**src/rtl/parity_stream_acc.sv**
```systemverilog
// parity_stream_acc: streaming frame-parity accumulator.
// Each WIDTH-bit beat accepted over in_valid/in_ready is XOR-reduced.
// The beat parities are accumulated across a frame that ends on in_last.
// One registered result (parity plus saturating beat count) is then
// presented on a valid/ready output. The result buffer is one deep.
// Optional feature macro: PARITY_ERR_CHK_EN. When it is defined, the
// block adds the in_exp input and the out_err output.
module parity_stream_acc #(
    parameter int WIDTH = 16,
    parameter int CNT_W = 8
) (
    input  logic             clk,
    input  logic             rst,
    input  logic             in_valid,
    output logic             in_ready,
    input  logic [WIDTH-1:0] in_data,
    input  logic             in_last,
    input  logic             odd_mode,
`ifdef PARITY_ERR_CHK_EN
    input  logic             in_exp,
`endif
    output logic             out_valid,
    input  logic             out_ready,
    output logic             out_parity,
    output logic [CNT_W-1:0] out_count
`ifdef PARITY_ERR_CHK_EN
    ,
    output logic             out_err
`endif
);

    // The XOR tree is built over a power-of-two leaf count. Unused leaves
    // are padded with zero, which does not change the parity.
    localparam int LVL = (WIDTH > 1) ? $clog2(WIDTH) : 0;
    localparam int P   = 1 << LVL;
    localparam logic [CNT_W-1:0] CNT_MAX = '1;
    localparam logic [CNT_W-1:0] CNT_ONE = {{(CNT_W-1){1'b0}}, 1'b1};

    typedef enum logic {
        IDLE  = 1'b0,
        ACCUM = 1'b1
    } state_t;

    state_t           state_reg, state_next;
    logic             acc_reg, acc_next;
    logic [CNT_W-1:0] cnt_reg, cnt_next;
    logic             mode_reg, mode_next;
    logic             out_valid_reg, out_valid_next;
    logic             out_parity_reg, out_parity_next;
    logic [CNT_W-1:0] out_count_reg, out_count_next;
`ifdef PARITY_ERR_CHK_EN
    logic             out_err_reg, out_err_next;
`endif

    logic [P-1:0]     leaves;
    logic             bp;
    logic             accept;
    logic             acc_eff;
    logic             mode_eff;
    logic [CNT_W-1:0] cnt_eff;
    logic [CNT_W-1:0] cnt_inc;

    // Pad the beat out to the tree's leaf count.
    generate
        for (genvar gi = 0; gi < P; gi++) begin : g_leaf
            if (gi < WIDTH) begin : g_data
                assign leaves[gi] = in_data[gi];
            end else begin : g_pad
                assign leaves[gi] = 1'b0;
            end
        end
    endgenerate

    // Reduce the leaves pairwise, one tree level per outer iteration.
    // This gives a balanced tree of depth LVL.
    function automatic logic xor_tree(input logic [P-1:0] v);
        logic [P-1:0] t;
        t = v;
        for (int l = 0; l < LVL; l++) begin
            for (int j = 0; j < (P >> (l + 1)); j++) begin
                t[j] = t[2*j] ^ t[2*j+1];
            end
        end
        return t[0];
    endfunction

    assign bp = xor_tree(leaves);

    // A new beat is allowed only when the result slot is free or is
    // draining this cycle. This also applies to non-last beats, so that
    // results always leave in frame order.
    assign in_ready = !out_valid_reg | out_ready;
    assign accept   = in_valid & in_ready;

    assign out_valid  = out_valid_reg;
    assign out_parity = out_parity_reg;
    assign out_count  = out_count_reg;
`ifdef PARITY_ERR_CHK_EN
    assign out_err    = out_err_reg;
`endif

    // Next-state and datapath logic. In IDLE the running values behave as
    // an empty frame using the live mode. This lets one path handle the
    // first beat, middle beats and the last beat.
    always_comb begin
        state_next      = state_reg;
        acc_next        = acc_reg;
        cnt_next        = cnt_reg;
        mode_next       = mode_reg;
        out_valid_next  = out_valid_reg;
        out_parity_next = out_parity_reg;
        out_count_next  = out_count_reg;
`ifdef PARITY_ERR_CHK_EN
        out_err_next    = out_err_reg;
`endif

        acc_eff  = (state_reg == ACCUM) ? acc_reg  : 1'b0;
        cnt_eff  = (state_reg == ACCUM) ? cnt_reg  : '0;
        mode_eff = (state_reg == ACCUM) ? mode_reg : odd_mode;
        cnt_inc  = (cnt_eff == CNT_MAX) ? CNT_MAX : cnt_eff + CNT_ONE;

        if (out_valid_reg && out_ready) begin
            out_valid_next = 1'b0;
        end

        if (accept) begin
            if (in_last) begin
                out_valid_next  = 1'b1;
                out_parity_next = (acc_eff ^ bp) ^ mode_eff;
                out_count_next  = cnt_inc;
`ifdef PARITY_ERR_CHK_EN
                out_err_next    = ((acc_eff ^ bp) ^ mode_eff) != in_exp;
`endif
                state_next      = IDLE;
            end else begin
                acc_next   = acc_eff ^ bp;
                cnt_next   = cnt_inc;
                mode_next  = mode_eff;
                state_next = ACCUM;
            end
        end
    end

    // State, accumulator and result registers. Reset drops any open frame.
    always_ff @(posedge clk or posedge rst) begin
        if (rst) begin
            state_reg      <= IDLE;
            acc_reg        <= 1'b0;
            cnt_reg        <= '0;
            mode_reg       <= 1'b0;
            out_valid_reg  <= 1'b0;
            out_parity_reg <= 1'b0;
            out_count_reg  <= '0;
`ifdef PARITY_ERR_CHK_EN
            out_err_reg    <= 1'b0;
`endif
        end else begin
            state_reg      <= state_next;
            acc_reg        <= acc_next;
            cnt_reg        <= cnt_next;
            mode_reg       <= mode_next;
            out_valid_reg  <= out_valid_next;
            out_parity_reg <= out_parity_next;
            out_count_reg  <= out_count_next;
`ifdef PARITY_ERR_CHK_EN
            out_err_reg    <= out_err_next;
`endif
        end
    end

endmodule

```
**config.mk**
```make
export PLATFORM = sky130hd
export DESIGN_NAME = parity_stream_acc
export DESIGN_NICKNAME = d
export VERILOG_FILES = /design/src/rtl/parity_stream_acc.sv
export SDC_FILE = /design/constraint.sdc
export NUM_CORES = 1
export LEC_CHECK = 0
export BUFFER_PORTS_ARGS = -buffer_cell sky130_fd_sc_hd__buf_4
export CORE_MARGIN = 4
export CORE_UTILIZATION = 51
export CTS_BUF_LIST = sky130_fd_sc_hd__clkbuf_16
export CTS_CLUSTER_DIAMETER = 100
export DETAILED_ROUTE_END_ITERATION = 8
export PLACE_DENSITY = 0.87
export SLEW_MARGIN = 15
export SYNTH_ARGS = -nofsm -noshare
export SYNTH_HDL_FRONTEND = slang
export SYNTH_SLANG_ARGS = --single-unit
```
**constraint.sdc**
```tcl
create_clock -name clk -period 2.05 [get_ports clk]
set_input_delay 0.41 -clock clk [delete_from_list [all_inputs] [get_ports clk]]
set_output_delay 0.41 -clock clk [all_outputs]
set_load 0.1 [all_outputs]
```
Word level (Yosys, flattened, before mapping)
Cells that the tools add are included.

storage, ports and cells
  memories = 0
  RAM bits = 0
  output and inout port bits = 11
  input bits = 22
  memory bits (read-only) = 0
  register bits = 21
  bits in latches = 0

operators by class
  add/sub/neg operators = 1
  order comparisons = 0
  divide/modulo/power cells = 0
  reduce and logical (&&, ||, !) cells = 4
  equality and inequality tests = 1
  multiplexer cells = 8
  bitwise logic cells = 20
  multiply operators = 0
  shifts and indexed selects = 0

operators with widths
  operator             count
  $xor 1x1->1          17
  $mux 8               2
  $add 8x1->8 const B  1
  $eq 8x8->1 const B   1
  $mux 1               6
  $reduce_and 2->1     2
  $and 1x1->1          1
  $logic_and 1x1->1    1
  $logic_not 1->1      1
  $not 1->1            1
  $or 1x1->1           1

Depth between registers and ports, before layout
Gate-level depths: netlist of the first run.

  word-level depth = 6
  mapped depth = 7

Least setup slack after synthesis of the first run
No wires, ideal clock.

  path type = register to register
  from = register out_valid_reg, in the netlist out_valid
  to = register cnt_reg[1]
  cell stages (with the launch flop) = 7
  slack = -0.840 ns
  arrival = 2.762 ns
  period minus slack after synthesis = 2.890 ns
  required time = 1.922 ns
  path buffers = 1
  cells stage by stage = dfrtp_1 > nand2b_1 > nand3b_1 > clkbuf_1 > nor3_1 > a21oi_1 > o21ai_0

between the ends
  word-level cells in the longest chain between the ends = 4

ends and longest elaborated chain
  what                               RTL line  source
  start, declared                    48        logic out_valid_reg, out_valid_next;
  start signal, assigned             162       out_valid_reg <= out_valid_next;
  $logic_not 1->1                    92        assign in_ready = !out_valid_reg | out_ready;
  $or 1x1->1                         92
  named net in_ready                 15        output logic in_ready,
  $and 1x1->1                        93        assign accept = in_valid & in_ready;
  $reduce_and 2->1 (no source line)  --
  end signal, assigned               160       cnt_reg <= cnt_next;
  end, declared                      46        logic [CNT_W-1:0] cnt_reg, cnt_next;

The timed path passes the listed nets, and every way through them passes these cells.
A chain may end at the register's enable or synchronous reset.

Final worst setup path of the first run
  from = register cnt_reg[1]
  to = register out_count_reg[0], in the netlist out_count[0]

between the ends
  word-level cells in the longest chain between the ends = 3

ends and longest elaborated chain
  what                  RTL line  source
  $mux 8                118       cnt_eff = (state_reg == ACCUM) ? cnt_reg : '0;
  $eq 8x8->1            120       cnt_inc = (cnt_eff == CNT_MAX) ? CNT_MAX : cnt_eff + CNT_ONE;
  $mux 8                120
  end signal, assigned  164       out_count_reg <= out_count_next;
  end, declared         50        logic [CNT_W-1:0] out_count_reg, out_count_next;

No other way between the ends.

==> flow_metrics.tcl, run 1 <==
set metrics [dict create \
    outcome "complete, no violations" \
    num_antenna_cells 0 \
    cts_resized 0 \
    die-width_um 55.9 \
    yosysMostFrequentCell "dfrtp_1" \
    h-tree-depth 1 \
    timing.fmax_ghz 0.617 \
    grt_pass1_wl_um 4500 \
    gp_congestion 0.750 \
    drive_above_1_share_pct 26.5 \
    relSlewSlack_pct 65.8 \
    path_delay_family "compound AO/OA/AOI/OAI gates" \
    crit_buf_inv 0 \
    cp-end-kind "flip-flop" \
    grt_start_max_net_pins 14 \
    dr.pass1.iters 4 \
    synth_flop_cell "dfrtp_1" \
    fin_tns_setup_ps 0 \
    clk_pin_slew_ps 50 \
    antenna_found_initial 0 \
    p_per_area_nw_per_um2 1400 \
    io_buffers 32 \
    synth_cell_types 25 \
    drcViolationCount 0 \
    wl_per_cell_um 13.9 \
    wl_met1_um 992 \
    via_per_inst 5.51 \
    drt-initial-drc-count 45 \
    grt_usage_pct 18.3 \
    synth_nets 153 \
    wl_um 2640 \
    yosys_warnings 0 \
    cts_hold_buf 0 \
    cts_setup_buffers 0 \
    hold_viol_final 0 \
    synth_seq_area_share_pct 44.9 \
    finalCriticalPeriod_ps 1620 \
    maxCapViolations 0 \
    num_vias 1046 \
    cp.required_ps 2170 \
    finalCritPeriodShare_pct 79.1 \
    ys_top_cells_by_count "dfrtp_1 (21), a21oi_1 (19), nand2_1 (15)" \
    crit_path_max_incr_delay_ps 460 \
    yosysTopAreaCellShare_pct 44.9 \
    clockRootBuffer "clkbuf_16" \
    finalSetupViolCount 0 \
    ir_worst_vdd_mv 1.06 \
    nNetsFinal 185 \
    clockBufferDepth 2 \
    nFillCells 160 \
    place_hpwl_um 1950 \
    avgSynthCellArea_um2 8.93 \
    rsz0062_at_grt "no" \
    fin_util_pct 69.2 \
    clk_latency_ps 260 \
    yosysTopAreaCell "dfrtp_1" \
    arrival_ps 1740 \
    tightest_slew_ps 507 \
    async_flop_share_pct 100 \
    synth_area_um2 1170 \
    worst_clock_skew_ps 1.67 \
    rows 17 \
    worstHoldPathType "input port to async pin" \
    fin_cells 190 \
    synth_edf_count 0 \
    slew_violations 0 \
    grt_overflow 0 \
    dr_wl_met3_um 240 \
    core_area_um2 2190 \
    cts.sinks 21 \
    die_h_um 55.9 \
    num_io_pins 33 \
    cts_tree "yes" \
    ant_nets 0 \
    synth_area_leaders "dfrtp_1 (45%), xnor2_1 (10%), a21oi_1 (8.1%)" \
    cpMaxStageDelayCell "dfrtp_1" \
    syn_to_final_growth_pct 29.5 \
    path_cells "and4_1, and3_1, a311oi_1, a21oi_1" \
    syn_inst 131 \
    initial_core_util_pct 53.4 \
    placedCellCount 186 \
    grt_pass1_vias 1070 \
    critPathLaunchType "flip-flop" \
    dieArea_um2 3120 \
    highest_layer "met4" \
    yosys_register_bits 21 \
    path_max_fanout 8 \
    p_leak_nw 0.700 \
    dr_wl_met2_um 1340 \
    numCtsBuffers 3 \
    critical_path_class "flip-flop to flip-flop" \
]
-- layer usage --
metal,GRT usage (%),vias to the layer above
li1,-,508
met1,19.0,482
met2,32.4,49
met3,6.26,7
met4,9.49,0
met5,0,-
-- path summary, 6_finish.rpt --
path,cells after the start,slack (ps),endpoint,startpoint
worst min register to register,2,500,out_parity$_DFFE_PP0P_,out_parity$_DFFE_PP0P_
worst max-delay path,4,430,out_count[0]$_DFFE_PP0P_,cnt_reg[1]$_DFFE_PP0P_
worst min-delay path,2,150,out_count[0]$_DFFE_PP0P_,rst
worst max register to register,4,430,out_count[0]$_DFFE_PP0P_,cnt_reg[1]$_DFFE_PP0P_
min in group clk,2,410,mode_reg$_DFFE_PP0P_,odd_mode
max in group asynchronous,3,1380,out_valid$_DFF_PP0_,rst
-- placed cells by master, fill, tap and decap left out, types with 2 or more instances in the layout --
master / n
buf_4: 34
dfrtp_1: 20
a21oi_1: 19
nand2_1: 15
nor2_1: 14
xnor2_1: 14
o21ai_0: 11
nor3_1: 5
xor2_1: 4
inv_1: 4
clkbuf_16: 3
and3_1: 2
xnor3_2: 2
nand3_1: 2
nand4_1: 2
-- cell type report --
cell class	count	area, um^2	area share, %
multi-input cells	99	603	39.8
flip-flops and latches	21	527	34.8
repair buffers	34	255	16.8
clock buffers	3	75.1	4.95
well taps	28	35.0	2.31
inverters	4	15.0	0.991
clock inverters	1	5.00	0.330
-- kinds of logic (layout without fill, tap and decap cells) --
family	after synthesis	in the layout	synth area share, %
mux	2	2	1.82
xor+xnor	20	20	17.5
simple gates	43	43	16.4
flops	21	21	44.9
buf+inv	11	42	4.17
compound gates	34	34	15.2
-- power breakdown --
| group | total [mW] | internal [mW] | switching (mW) |
|---|---|---|---|
| clock network | 0.410 | 0.262 | 0.148 |
| logic | 1.02 | 0.327 | 0.696 |
| registers | 0.681 | 0.543 | 0.139 |
| total | 2.12 | 1.13 | 0.983 |
-- metrics by stage --
stage	total power, mW	cell area [um^2]	hold slack [ps]	worst slack, ps
finish	2.12	1520	153	429
global route	2.24	1520	205	296
CTS	2.13	1520	170	459
detailed placement	1.71	1440	445	357
global placement	1.68	1440	437	395
floorplan	1.50	1180	386	138
(Power assumes the default switching activity.)
==> run 2, diff against run 1 <==
clock period = 1.65 ns   (was 2.05 ns; I/O delays follow)
==> flow_metrics.tcl, run 2 (synthesized netlist as in run 1, its figures left out) <==
set metrics [dict create \
    seqPwrFrac_pct 29.9 \
    p_sw_mw 1.24 \
    cts_tree "yes" \
    antenna_found_initial 0 \
    timing.fmax_ghz 0.676 \
    p_clk_share_pct 18.2 \
    nFillCells 162 \
    clockBufferDepth 2 \
    combPwrFrac_pct 51.9 \
    outcome "complete, no violations" \
    holdWs_ps 59.0 \
    gp_congestion 0.870 \
    fin_util_pct 72.2 \
    tightest_slew_ps 434 \
    arrival_ps 1590 \
    rsz0062_at_grt "no" \
    placedCellCount 193 \
    cellInternalPower_mw 1.46 \
    cts_setup_buffers 0 \
    drcViolationCount 0 \
    ir_worst_vdd_mv 1.22 \
    core_area_um2 2190 \
    num_antenna_cells 0 \
    p_leak_nw 0.739 \
    io_buffers 32 \
    dpl_cell_area_um2 1500 \
    clockRootBuffer "clkbuf_16" \
    die-width_um 55.9 \
    cpMaxStageDelayCell "dfrtp_1" \
    fin_ws_ps 170 \
    num_io_pins 33 \
    grt_pass1_wl_um 4860 \
    layout_common_cells "buf_4 (41), dfrtp_1 (20), a21oi_1 (19)" \
    finalSetupViolCount 0 \
    grt_pass1_vias 1162 \
    die_h_um 55.9 \
    path_cells "and4_1, and3_1, a311oi_2, o21ai_0" \
    via_per_inst 5.21 \
    slew_violations 0 \
    hold_viol_final 0 \
    relSlewSlack_pct 70.9 \
    cts.sinks 21 \
    drt-initial-drc-count 18 \
    dieArea_um2 3120 \
    fin_cells 197 \
    finalCriticalPeriod_ps 1480 \
    drive_above_1_share_pct 30.2 \
    layout_commonest_cell "buf_4" \
    num_vias 1026 \
    place_ws_ps 10.2 \
    grt_usage_pct 19.2 \
    swShare_pct 45.9 \
    wl_um 2680 \
    ant_nets 0 \
    clk_latency_ps 250 \
    finalCritPeriodShare_pct 89.7 \
    grt_start_max_net_pins 13 \
    path_max_fanout 6 \
    wl_per_cell_um 13.6 \
    final_area_um2 1580 \
    crit_path_max_incr_delay_ps 440 \
    dr.pass1.iters 4 \
    clk_pin_slew_ps 50 \
    grt_overflow 0 \
    numCtsBuffers 3 \
    critPathLaunchType "flip-flop" \
    rows 17 \
    place_hpwl_um 2020 \
    nNetsFinal 192 \
    cp-end-kind "flip-flop" \
    worst_clock_skew_ps 1.96 \
    worstHoldPathType "input port to async pin" \
    p_per_area_nw_per_um2 1710 \
    h-tree-depth 1 \
    maxCapViolations 0 \
    critical_path_class "flip-flop to flip-flop" \
    initial_core_util_pct 53.4 \
    cp.required_ps 1770 \
    syn_to_final_growth_pct 35.2 \
]
[run 2: what timing repair did]
item,in CTS,in global routing
endpoints found under the setup margin,0,1
gates resized for setup,0,1
hold buffers,0,0
endpoints found under the hold margin,0,0
[run 2: final cells by class]
type | count | area [um^2] | share of cell area (%)
Inverter | 4 | 15.0 | 0.949
Sequential cell | 21 | 529 | 33.5
Clock inverter | 1 | 3.75 | 0.237
Clock buffer | 3 | 75.1 | 4.75
Multi-Input combinational cell | 99 | 616 | 38.9
Tap cell | 28 | 35.0 | 2.22
Timing Repair Buffer | 41 | 308 | 19.5
[run 2: power by group through the flow]
stage                     clock network [mW]  logic [mW]  registers (mW)
after floorplan                            0       0.575            1.30
after global placement                     0        1.36           0.797
after detailed placement                   0        1.38           0.809
after CTS                              0.505        1.40           0.805
after global routing                   0.533        1.50           0.831
final                                  0.492        1.40           0.807
[run 2: path summary, 6_finish.rpt]
kind / from / end / slack, ps / cells after the start
hold / removal: rst / cnt_reg[4]$_DFFE_PP0P_ / 60 / 2
hold reg to reg: acc_reg$_DFFE_PP0P_ / acc_reg$_DFFE_PP0P_ / 490 / 2
setup reg to reg: cnt_reg[3]$_DFFE_PP0P_ / cnt_reg[0]$_DFFE_PP0P_ / 170 / 4
max in group asynchronous: rst / mode_reg$_DFFE_PP0P_ / 1100 / 3
setup / recovery: cnt_reg[3]$_DFFE_PP0P_ / cnt_reg[0]$_DFFE_PP0P_ / 170 / 4
min in group clk: odd_mode / mode_reg$_DFFE_PP0P_ / 340 / 2
[run 2: metrics by stage]
stage / total power [mW] / TNS (ps)
after floorplan: 1.88 / -536
after global placement: 2.16 / 0
after detailed placement: 2.19 / 0
after CTS: 2.71 / 0
after global routing: 2.87 / 0
final: 2.70 / 0
[run 2: per-layer routing]
layer  vias up  share of wire (%)  wire length, um  track usage [%]
li1        529                  -                -                -
met1       467                 39             1040             20.8
met2        26                 55             1460             37.3
met3         4                5.6              151             3.94
met4         0               0.86               23             5.08
met5         -                  0                0                0
[run 2: worst max-delay path, delay by kind of cell (launching register included)]
family             cells  cell delay [ps]
DFF                    1              440
and+or+nand+nor        2              410
AOI/OAI and AO/OA      2              490
